--- src/rtl/uart_tx_scheduler_pkg.sv ---
// Shared calculator package: scheduler state encoding, ASCII constants
// and the helper that selects a byte of the result message.
package uart_tx_scheduler_pkg;

  typedef enum logic [1:0] {
    ST_IDLE      = 2'd0,
    ST_LOAD      = 2'd1,
    ST_WAIT_ACK  = 2'd2,
    ST_WAIT_DONE = 2'd3
  } sched_state_t;

  localparam logic [7:0] ASCII_CR   = 8'h0D;
  localparam logic [7:0] ASCII_LF   = 8'h0A;
  localparam logic [7:0] ASCII_ZERO = 8'h30;

  // Position of a byte inside the result message.
  localparam logic [1:0] RES_IDX_TENS  = 2'd0;
  localparam logic [1:0] RES_IDX_UNITS = 2'd1;
  localparam logic [1:0] RES_IDX_CR    = 2'd2;
  localparam logic [1:0] RES_IDX_LF    = 2'd3;

  // Byte of the result message at position idx.
  function automatic logic [7:0] res_byte(input logic [1:0] idx,
                                          input logic [7:0] tens,
                                          input logic [7:0] units);
    logic [7:0] b;
    case (idx)
      RES_IDX_TENS:  b = tens;
      RES_IDX_UNITS: b = units;
      RES_IDX_CR:    b = ASCII_CR;
      default:       b = ASCII_LF;
    endcase
    return b;
  endfunction

endpackage

--- src/rtl/uart_tx_scheduler_fifo.sv ---
// sync_byte_fifo: small synchronous byte FIFO for echo traffic. The head
// byte is visible combinationally so the scheduler can launch it in the
// same cycle it pops it. A write and a read in the same cycle both
// succeed even when full; a write into a full FIFO without a read drops.
module sync_byte_fifo #(
  parameter int DEPTH = 4
) (
  input  logic       clk,
  input  logic       rst,
  input  logic       i_wr,
  input  logic [7:0] i_wr_data,
  input  logic       i_rd,
  output logic [7:0] o_rd_data,
  output logic       o_full,
  output logic       o_empty,
  output logic       o_drop
);

  localparam int AW = (DEPTH > 1) ? $clog2(DEPTH) : 1;
  localparam int CW = AW + 1;

  logic [7:0]    r_mem [DEPTH];
  logic [AW-1:0] r_wr_ptr;
  logic [AW-1:0] r_rd_ptr;
  logic [CW-1:0] r_count;

  logic w_full;
  logic w_empty;
  logic w_wr_ok;
  logic w_rd_ok;

  assign w_full    = (r_count == CW'(DEPTH));
  assign w_empty   = (r_count == '0);
  assign w_rd_ok   = i_rd && !w_empty;
  assign w_wr_ok   = i_wr && (!w_full || w_rd_ok);
  assign o_drop    = i_wr && !w_wr_ok;
  assign o_full    = w_full;
  assign o_empty   = w_empty;
  assign o_rd_data = r_mem[r_rd_ptr];

  // Storage array, no reset so it maps onto plain memory.
  always_ff @(posedge clk) begin
    if (w_wr_ok) r_mem[r_wr_ptr] <= i_wr_data;
  end

  // Pointers wrap naturally because DEPTH is a power of two.
  always_ff @(posedge clk) begin
    if (rst) begin
      r_wr_ptr <= '0;
      r_rd_ptr <= '0;
      r_count  <= '0;
    end else begin
      if (w_wr_ok) r_wr_ptr <= r_wr_ptr + AW'(1);
      if (w_rd_ok) r_rd_ptr <= r_rd_ptr + AW'(1);
      case ({w_wr_ok, w_rd_ok})
        2'b10:   r_count <= r_count + CW'(1);
        2'b01:   r_count <= r_count - CW'(1);
        default: r_count <= r_count;
      endcase
    end
  end

endmodule

--- src/rtl/uart_tx_scheduler.sv ---
// uart_tx_scheduler: shares one byte transmitter between an echo stream
// and calculator result messages (tens, units, optional CR LF). Grants
// alternate round-robin; a result message is sent without interleaving.
module uart_tx_scheduler
  import uart_tx_scheduler_pkg::*;
#(
  parameter int ECHO_DEPTH = 4,
  parameter bit CRLF_EN    = 1'b1
) (
  input  logic       clk,
  input  logic       rst,
  input  logic       echo_valid,
  input  logic [7:0] echo_data,
  input  logic       res_req,
  input  logic [7:0] res_tens,
  input  logic [7:0] res_units,
  input  logic       tx_busy,
  output logic       tx_start,
  output logic [7:0] tx_data,
  output logic       echo_full,
  output logic       res_pending,
  output logic       overflow
);

  localparam logic [1:0] LAST_IDX = CRLF_EN ? RES_IDX_LF : RES_IDX_UNITS;

  sched_state_t r_state;
  sched_state_t w_state_next;

  logic       r_grant_res;   // current grant belongs to the result message
  logic       r_last_res;    // last grant went to the result source
  logic [1:0] r_res_idx;
  logic [7:0] r_tens;
  logic [7:0] r_units;
  logic       r_res_pending;
  logic       r_overflow;
  logic [7:0] r_tx_hold;

  logic       w_fifo_rd;
  logic [7:0] w_fifo_data;
  logic       w_fifo_full;
  logic       w_fifo_empty;
  logic       w_fifo_drop;
  logic       w_idle_grant;
  logic       w_grant_res_sel;
  logic       w_res_more;
  logic       w_done;
  logic [7:0] w_load_byte;

  sync_byte_fifo #(.DEPTH(ECHO_DEPTH)) u_echo_fifo (
    .clk       (clk),
    .rst       (rst),
    .i_wr      (echo_valid),
    .i_wr_data (echo_data),
    .i_rd      (w_fifo_rd),
    .o_rd_data (w_fifo_data),
    .o_full    (w_fifo_full),
    .o_empty   (w_fifo_empty),
    .o_drop    (w_fifo_drop)
  );

  // Result wins a tie only if echo was granted last; a lone source always wins.
  assign w_grant_res_sel = r_res_pending && (w_fifo_empty || !r_last_res);
  assign w_idle_grant    = (r_state == ST_IDLE) && !tx_busy &&
                           (!w_fifo_empty || r_res_pending);
  assign w_res_more      = r_grant_res && (r_res_idx != LAST_IDX);
  assign w_done          = (r_state == ST_WAIT_DONE) && !tx_busy;
  assign w_load_byte     = r_grant_res ? res_byte(r_res_idx, r_tens, r_units)
                                       : w_fifo_data;

  // State register.
  always_ff @(posedge clk) begin
    if (rst) r_state <= ST_IDLE;
    else     r_state <= w_state_next;
  end

  // Next-state logic; a result grant loops through LOAD until its last byte.
  always_comb begin
    w_state_next = r_state;
    case (r_state)
      ST_IDLE:      if (w_idle_grant) w_state_next = ST_LOAD;
      ST_LOAD:      w_state_next = ST_WAIT_ACK;
      ST_WAIT_ACK:  if (tx_busy) w_state_next = ST_WAIT_DONE;
      ST_WAIT_DONE: if (!tx_busy) w_state_next = w_res_more ? ST_LOAD : ST_IDLE;
      default:      w_state_next = ST_IDLE;
    endcase
  end

  // Outputs: launch pulse and FIFO pop in LOAD; tx_data holds between launches.
  always_comb begin
    tx_start  = 1'b0;
    w_fifo_rd = 1'b0;
    tx_data   = r_tx_hold;
    if (r_state == ST_LOAD) begin
      tx_start  = 1'b1;
      w_fifo_rd = !r_grant_res;
      tx_data   = w_load_byte;
    end
  end

  // Grant bookkeeping and result byte index (tens skipped when it is '0').
  always_ff @(posedge clk) begin
    if (rst) begin
      r_grant_res <= 1'b0;
      r_last_res  <= 1'b1;
      r_res_idx   <= RES_IDX_TENS;
    end else if (w_idle_grant) begin
      r_grant_res <= w_grant_res_sel;
      r_last_res  <= w_grant_res_sel;
      if (w_grant_res_sel)
        r_res_idx <= (r_tens == ASCII_ZERO) ? RES_IDX_UNITS : RES_IDX_TENS;
    end else if (w_done && w_res_more) begin
      r_res_idx <= r_res_idx + 2'd1;
    end
  end

  // Result snapshot; held until the last byte's transmission completes.
  always_ff @(posedge clk) begin
    if (rst) begin
      r_res_pending <= 1'b0;
      r_tens        <= 8'h00;
      r_units       <= 8'h00;
    end else if (res_req && !r_res_pending) begin
      r_res_pending <= 1'b1;
      r_tens        <= res_tens;
      r_units       <= res_units;
    end else if (w_done && r_grant_res && !w_res_more) begin
      r_res_pending <= 1'b0;
    end
  end

  // Sticky overflow on a dropped echo byte or an ignored result request.
  always_ff @(posedge clk) begin
    if (rst) r_overflow <= 1'b0;
    else if (w_fifo_drop || (res_req && r_res_pending)) r_overflow <= 1'b1;
  end

  // Keep the launched byte on tx_data until the next launch.
  always_ff @(posedge clk) begin
    if (rst) r_tx_hold <= 8'h00;
    else if (r_state == ST_LOAD) r_tx_hold <= w_load_byte;
  end

  assign echo_full   = w_fifo_full;
  assign res_pending = r_res_pending;
  assign overflow    = r_overflow;

endmodule

--- config.mk ---
export PLATFORM = sky130hd
export DESIGN_NAME = uart_tx_scheduler
export DESIGN_NICKNAME = d
export VERILOG_FILES = /design/src/rtl/uart_tx_scheduler_pkg.sv /design/src/rtl/uart_tx_scheduler_fifo.sv /design/src/rtl/uart_tx_scheduler.sv
export SDC_FILE = /design/constraint.sdc
export NUM_CORES = 1
export LEC_CHECK = 0
export BUFFER_PORTS_ARGS = -buffer_cell sky130_fd_sc_hd__buf_4
export CAP_MARGIN = 20
export CORE_MARGIN = 2
export CORE_UTILIZATION = 40
export CTS_CLUSTER_SIZE = 20
export DETAILED_ROUTE_END_ITERATION = 12
export GPL_ROUTABILITY_DRIVEN = 0
export GPL_TIMING_DRIVEN = 0
export HOLD_SLACK_MARGIN = 0.02
export REMOVE_ABC_BUFFERS = 1
export SKIP_LAST_GASP = 1
export SLEW_MARGIN = 40
export SYNTH_ARGS = -nofsm -noshare
export SYNTH_HDL_FRONTEND = slang
export SYNTH_SLANG_ARGS = --single-unit
--- constraint.sdc ---
create_clock -name clk -period 3.4 [get_ports clk]
set_input_delay 0.17 -clock clk [delete_from_list [all_inputs] [get_ports clk]]
set_output_delay 0.17 -clock clk [all_outputs]
set_load 0.02 [all_outputs]
Word-level counts from Yosys, hierarchy flattened
Memories as Yosys holds them, arrays and structs flattened. A register that Yosys moved wholly into a read port is not among the register bits.
Cells that the tools add are included.
- bits in registers: 39
- RAM bits: 32
- input bits: 29
- output and inout port bits: 12
- logic and storage cells: 86
- memories kept: 1
- memories (name ; depth ; bits a word ; rd ports ; clocked after Yosys merged registers in ; write ports ; line ; source):
    u_echo_fifo.r_mem ; 4 ; 8 ; 1 ; 1 ; 1 ; uart_tx_scheduler_fifo.sv:22 ; logic [7:0] r_mem [DEPTH];
- add/sub/neg operators: 5
- equal/unequal tests: 14
- muxes and demuxes: 21
- reduce and logical (&&, ||, !) cells: 33
- operator list (cell ; count):
    8-bit case mux with 3 select lines ; 1
    2-bit two-way mux ; 8
    8-bit two-way mux ; 2
    1-bit logical AND ; 13
    2-bit equality test, second input constant ; 4
    8-bit by 6-bit equality test with 1-bit output, second input constant ; 1
    1-bit zero test ; 8
    1-bit two-way mux ; 8
    2-bit != test, second input constant ; 4
    2-bit case mux with 4 select lines ; 1
    2-bit by 1-bit adder with 2-bit output, second input constant ; 3
    2-bit by 1-bit equality test with 1-bit output, second input constant ; 3
    3-bit case mux with 2 select lines ; 1
    2-bit nonzero test ; 3
    2-bit zero test ; 2
    1-bit logical OR ; 4
    3-bit by 1-bit adder with 3-bit output, second input constant ; 1
    3-bit equality test, second input constant ; 1
    3-bit zero test ; 1
    3-bit AND reduction ; 1
    3-bit by 1-bit subtractor with 3-bit output, second input constant ; 1
    2-bit by 1-bit != test with 1-bit output, second input constant ; 1
    2-bit AND reduction ; 1

Longest topological paths before layout
- depth after elaboration: 8
- mapped depth: 10
- mapped depth without buffers: 9

Hierarchy
Synthesis repeated with hierarchy kept, for this count alone.
- cell total of the unflattened synthesis: 285
- area, all modules: 3234.4 um2
- modules (own cells, without submodules) (module ; instances ; cells each ; area each (um2) ; sequential area each (um2)):
    sync_byte_fifo ; 1 ; 97 ; 1661.6 ; 1141.1
    uart_tx_scheduler ; 1 ; 188 ; 1572.8 ; 640.6

Least setup slack after synthesis
No wires, ideal clock.
- path kind: register to register
- start point: reg r_state[1]
- end point: reg u_echo_fifo.r_count[2]
- setup time: 121 ps
- arrival: 2337 ps
- data required time: 3279 ps
- slack: 942 ps
- cell stages (with the launch flop): 11
- path buffers: 1
- clock period less this slack: 2458 ps
- cell sequence: dfxtp_1 -> inv_1 -> ha_1 -> and2b_1 -> and2_4 -> buf_6 -> nand2_1 -> fa_1 -> nor2b_1 -> a22oi_1 -> mux2_2
- longest elaborated chain between the ends: 7
- elaborated cells between the ends (all ways): 9
- those cells by class: 3 x eq/ne; 2 x mux; 4 x reduce/logical
- RTL lines (what ; line ; source):
    start: declaration ; uart_tx_scheduler.sv:27 ; sched_state_t r_state;
    start signal: assignment ; uart_tx_scheduler.sv:74 ; else r_state <= w_state_next;
    2-bit by 1-bit equality test with 1-bit output * ; uart_tx_scheduler.sv:94 ; if (r_state == ST_LOAD) begin
    1-bit two-way mux * ; uart_tx_scheduler.sv:94 ;
    1-bit logical AND * ; uart_tx_scheduler_fifo.sv:34 ; assign w_rd_ok = i_rd && !w_empty;
    1-bit logical OR ; uart_tx_scheduler_fifo.sv:35 ; assign w_wr_ok = i_wr && (!w_full || w_rd_ok);
    1-bit logical AND ; uart_tx_scheduler_fifo.sv:35 ;
    2-bit by 1-bit equality test with 1-bit output / 2-bit equality test (equally long branches) ; uart_tx_scheduler_fifo.sv:55 ; case ({w_wr_ok, w_rd_ok})
    3-bit case mux with 2 select lines / 2-bit nonzero test (equally long branches) ; n/a ;
    end signal: assignment ; uart_tx_scheduler_fifo.sv:56 ; 2'b10: r_count <= r_count + CW'(1);
    end signal: assignment ; uart_tx_scheduler_fifo.sv:57 ; 2'b01: r_count <= r_count - CW'(1);
    end signal: assignment ; uart_tx_scheduler_fifo.sv:58 ; default: r_count <= r_count;
    end: declaration ; uart_tx_scheduler_fifo.sv:25 ; logic [CW-1:0] r_count;
Every way passes the cells marked *; elsewhere a longest branch is shown, timed or not.
A chain may end at the register's enable or synchronous reset.

Worst setup path after layout
Same ends and word-level chain as after synthesis.

==> metrics.yaml <==
cts_buffers: 9
critPathLaunchType: "flip-flop"
ys_types: 49
h-tree-depth: 3
synthFlopType: "dfxtp_1"
synth_edf_count: 32
wire_per_inst_um: 13.96
hold_path.class: "input port to flip-flop"
path_max_fanout: 18
crit_chain: "inv_1, ha_1, and2b_1, and2_4, nand2_1, fa_1, nor2b_1, a22oi_1, mux2_2"
syn_area_per_cell_um2: 11.12
dieWidth_um: 94.41
placed_cells: 419
grt_start_max_net_pins: 44
required_ps: 3640
status: "finished clean"
place_hpwl_mm: 4.294
core_area_um2: 7807
overflow: 0
slowest_stage: "ha_1"
drt_iter0_markers: 87
cp-end-kind: "flip-flop"
grt_antenna_before_repair: 0
io_pins: 41
drv_cap: 0
setup_tns_ps: 0
drc: 0
final_antenna_net_count: 0
dr.pass1.iters: 4
die-area_um2: 8912
finalInstanceArea_um2: 3901
grt_usage: 0.1517
grt_pass1_wl_mm: 10.32
fin_crit_sh: 0.8193
holdWs_ps: 68.80
power.total_mw: 2.692
critical-path-top-delay-family: "adder cells"
ys_ff_latch: 73
max_stage_delay_ps: 570
min_to: "r_tens[5]"
async_reset_ff_frac: 0
io_buffers: 40
fp.dieH_um: 94.41
cts_resized: 0
grt_pass1_vias: 2221
critPathKind: "flip-flop to flip-flop"
clock_latency_ps: 340
vias: 2213
r2r_end: "u_echo_fifo.r_count[2]"
total_leakage_power_nw: 1.457
final-hold-violation-count: 0
layout.nets: 379
place_area_um2: 3626
drive_gt1_frac: 0.2053
path_clk_slew_ps: 80
layout_commonest_cell: "dfxtp_1"
cts.sinks: 73
slew_headroom: 0.5773
power_density_nw_per_um2: 690.0
initial_core_util: 0.4188
min_delay_path_depth: 3
slew_violations: 0
cts_root_buffer: "clkbuf_8"
synthCells: 294
path_buf_inv: 1
stdcell_count: 443
routed_wl_mm: 6.186
peakVddDrop_v: 0.0002569
cts_buffer_depth: 2
yosys_warnings: 0
rows: 32
layout_common_cells: "dfxtp_1 (41), nand2_1 (40), buf_4 (40), edfxtp_1 (32), a21oi_1 (22)"
fin_crit_ps: 2786
timing.rr.start: "r_state[1]"
via_per_inst: 4.995
cp.arrival_ps: 3030
grt_setup_unrepaired: "false"
fin_skew_ps: 6.104
finalSetupViolCount: 0
n_antenna_cell: 0
netlist_area_um2: 3269
synth-seq-area-share: 0.5450
fmax_ghz: 0.3590
cts_tree: "done"
worst_r2r_path_depth: 9
tightest_slew_ps: 634.0
syn2layout_area_growth_pct: 19.33
r2r_slack_ps: 610
worstHoldStart: "res_tens[5]"
## worst max path at each step
stage / cells past startpoint / slack (ps) / startpoint / endpoint
floorplan: 9 / 830 / r_state[1] / u_echo_fifo.r_count[2]
global placement: 9 / 620 / r_state[1] / u_echo_fifo.r_count[2]
detailed placement: 9 / 620 / r_state[1] / u_echo_fifo.r_count[2]
CTS: 9 / 600 / r_state[1] / u_echo_fifo.r_count[2]
global route: 9 / 440 / r_state[1] / u_echo_fifo.r_count[2]
finish: 9 / 610 / r_state[1] / u_echo_fifo.r_count[2]
## cell families (layout without fill, tap and decap cells)
| family | count (synthesis) | in the layout | share of synthesized area |
|---|---|---|---|
| multiplexers | 14 | 14 | 0.07577 |
| adder cells (fa/ha/maj) | 14 | 14 | 0.05588 |
| AO/OA/AOI/OAI | 60 | 60 | 0.1221 |
| AND/OR/NAND/NOR | 103 | 103 | 0.1592 |
| flip-flops | 73 | 73 | 0.5450 |
| buffers and inverters | 27 | 74 | 0.03406 |
| XOR/XNOR | 3 | 3 | 0.008038 |
## per-stage QoR
| stage | utilization | setup slack [ps] |
|---|---|---|
| 2_1_floorplan | - | 830.9 |
| 3_3_place_gp | 0.4641 | 623.5 |
| 3_5_place_dp | 0.4644 | 624.7 |
| 4_1_cts | 0.4984 | 596.6 |
| 5_1_grt | 0.4997 | 439.5 |
| 6_report | 0.4997 | 614.4 |
## flip-flops by register name, summed over array words and instances, names as in the netlist, 2 cells and up, named ones only
register	flops
r_res_idx	2
r_state	2
r_tens	8
r_tx_hold	8
r_units	8
u_echo_fifo.r_count	3
u_echo_fifo.r_mem	32
u_echo_fifo.r_rd_ptr	2
u_echo_fifo.r_wr_ptr	2
## synthesized netlist by cell type, drive strengths merged, types with 2 or more instances
library cell  instances  area share
dfxtp                41        0.25
nand2                40       0.046
edfxtp               32        0.29
a21oi                22       0.034
nor2b                18       0.034
nor2                 17       0.020
ha                   13       0.050
clkbuf               12       0.014
inv                  10       0.011
o21ai                10       0.015
mux4                  8       0.055
and2                  7       0.014
o22a                  6       0.016
a221oi                5       0.013
a22oi                 5       0.011
buf                   5      0.0088
nand3                 5      0.0077
mux2                  3       0.010
mux2i                 3       0.010
nand2b                3      0.0057
a211o                 2      0.0054
a31oi                 2      0.0038
and2b                 2      0.0046
nor4b                 2      0.0054
xnor2                 2      0.0054
## per-layer routing
layer | track usage | part of all wire | up-vias
li1 | - | - | 1129
met1 | 0.1925 | 0.47 | 1040
met2 | 0.2488 | 0.48 | 36
met3 | 0.04789 | 0.040 | 8
met4 | 0.04710 | 0.012 | 0
met5 | 0 | 0 | -
## tightest hold or removal path, stage by stage
cell and delay, ps:
buf_4 110, nand2_1 40, a21oi_1 50
## report_power, final
part | switching [mW] | internal (mW) | leakage (nW) | total, mW
registers | 0.0878 | 1.04 | 0.630 | 1.13
clock network | 0.322 | 0.341 | 0.0945 | 0.664
logic | 0.473 | 0.429 | 0.732 | 0.902
total | 0.883 | 1.81 | 1.46 | 2.69
## repair_timing
action                                 4_1_cts  5_1_grt
endpoints found under the hold margin       25        4
setup buffers                                0        0
hold buffers                                 7        1
## cell type report
class,instances,area [um2]
fillers,720,3906
repair buffers,48,380.4
clock inverters,6,67.56
clock buffers,10,127.6
flip-flops and latches,73,1782
well taps,102,127.6
multi-input cells,194,1379
inverters,10,37.54
No activity file was read; power rests on OpenSTA's default activity.
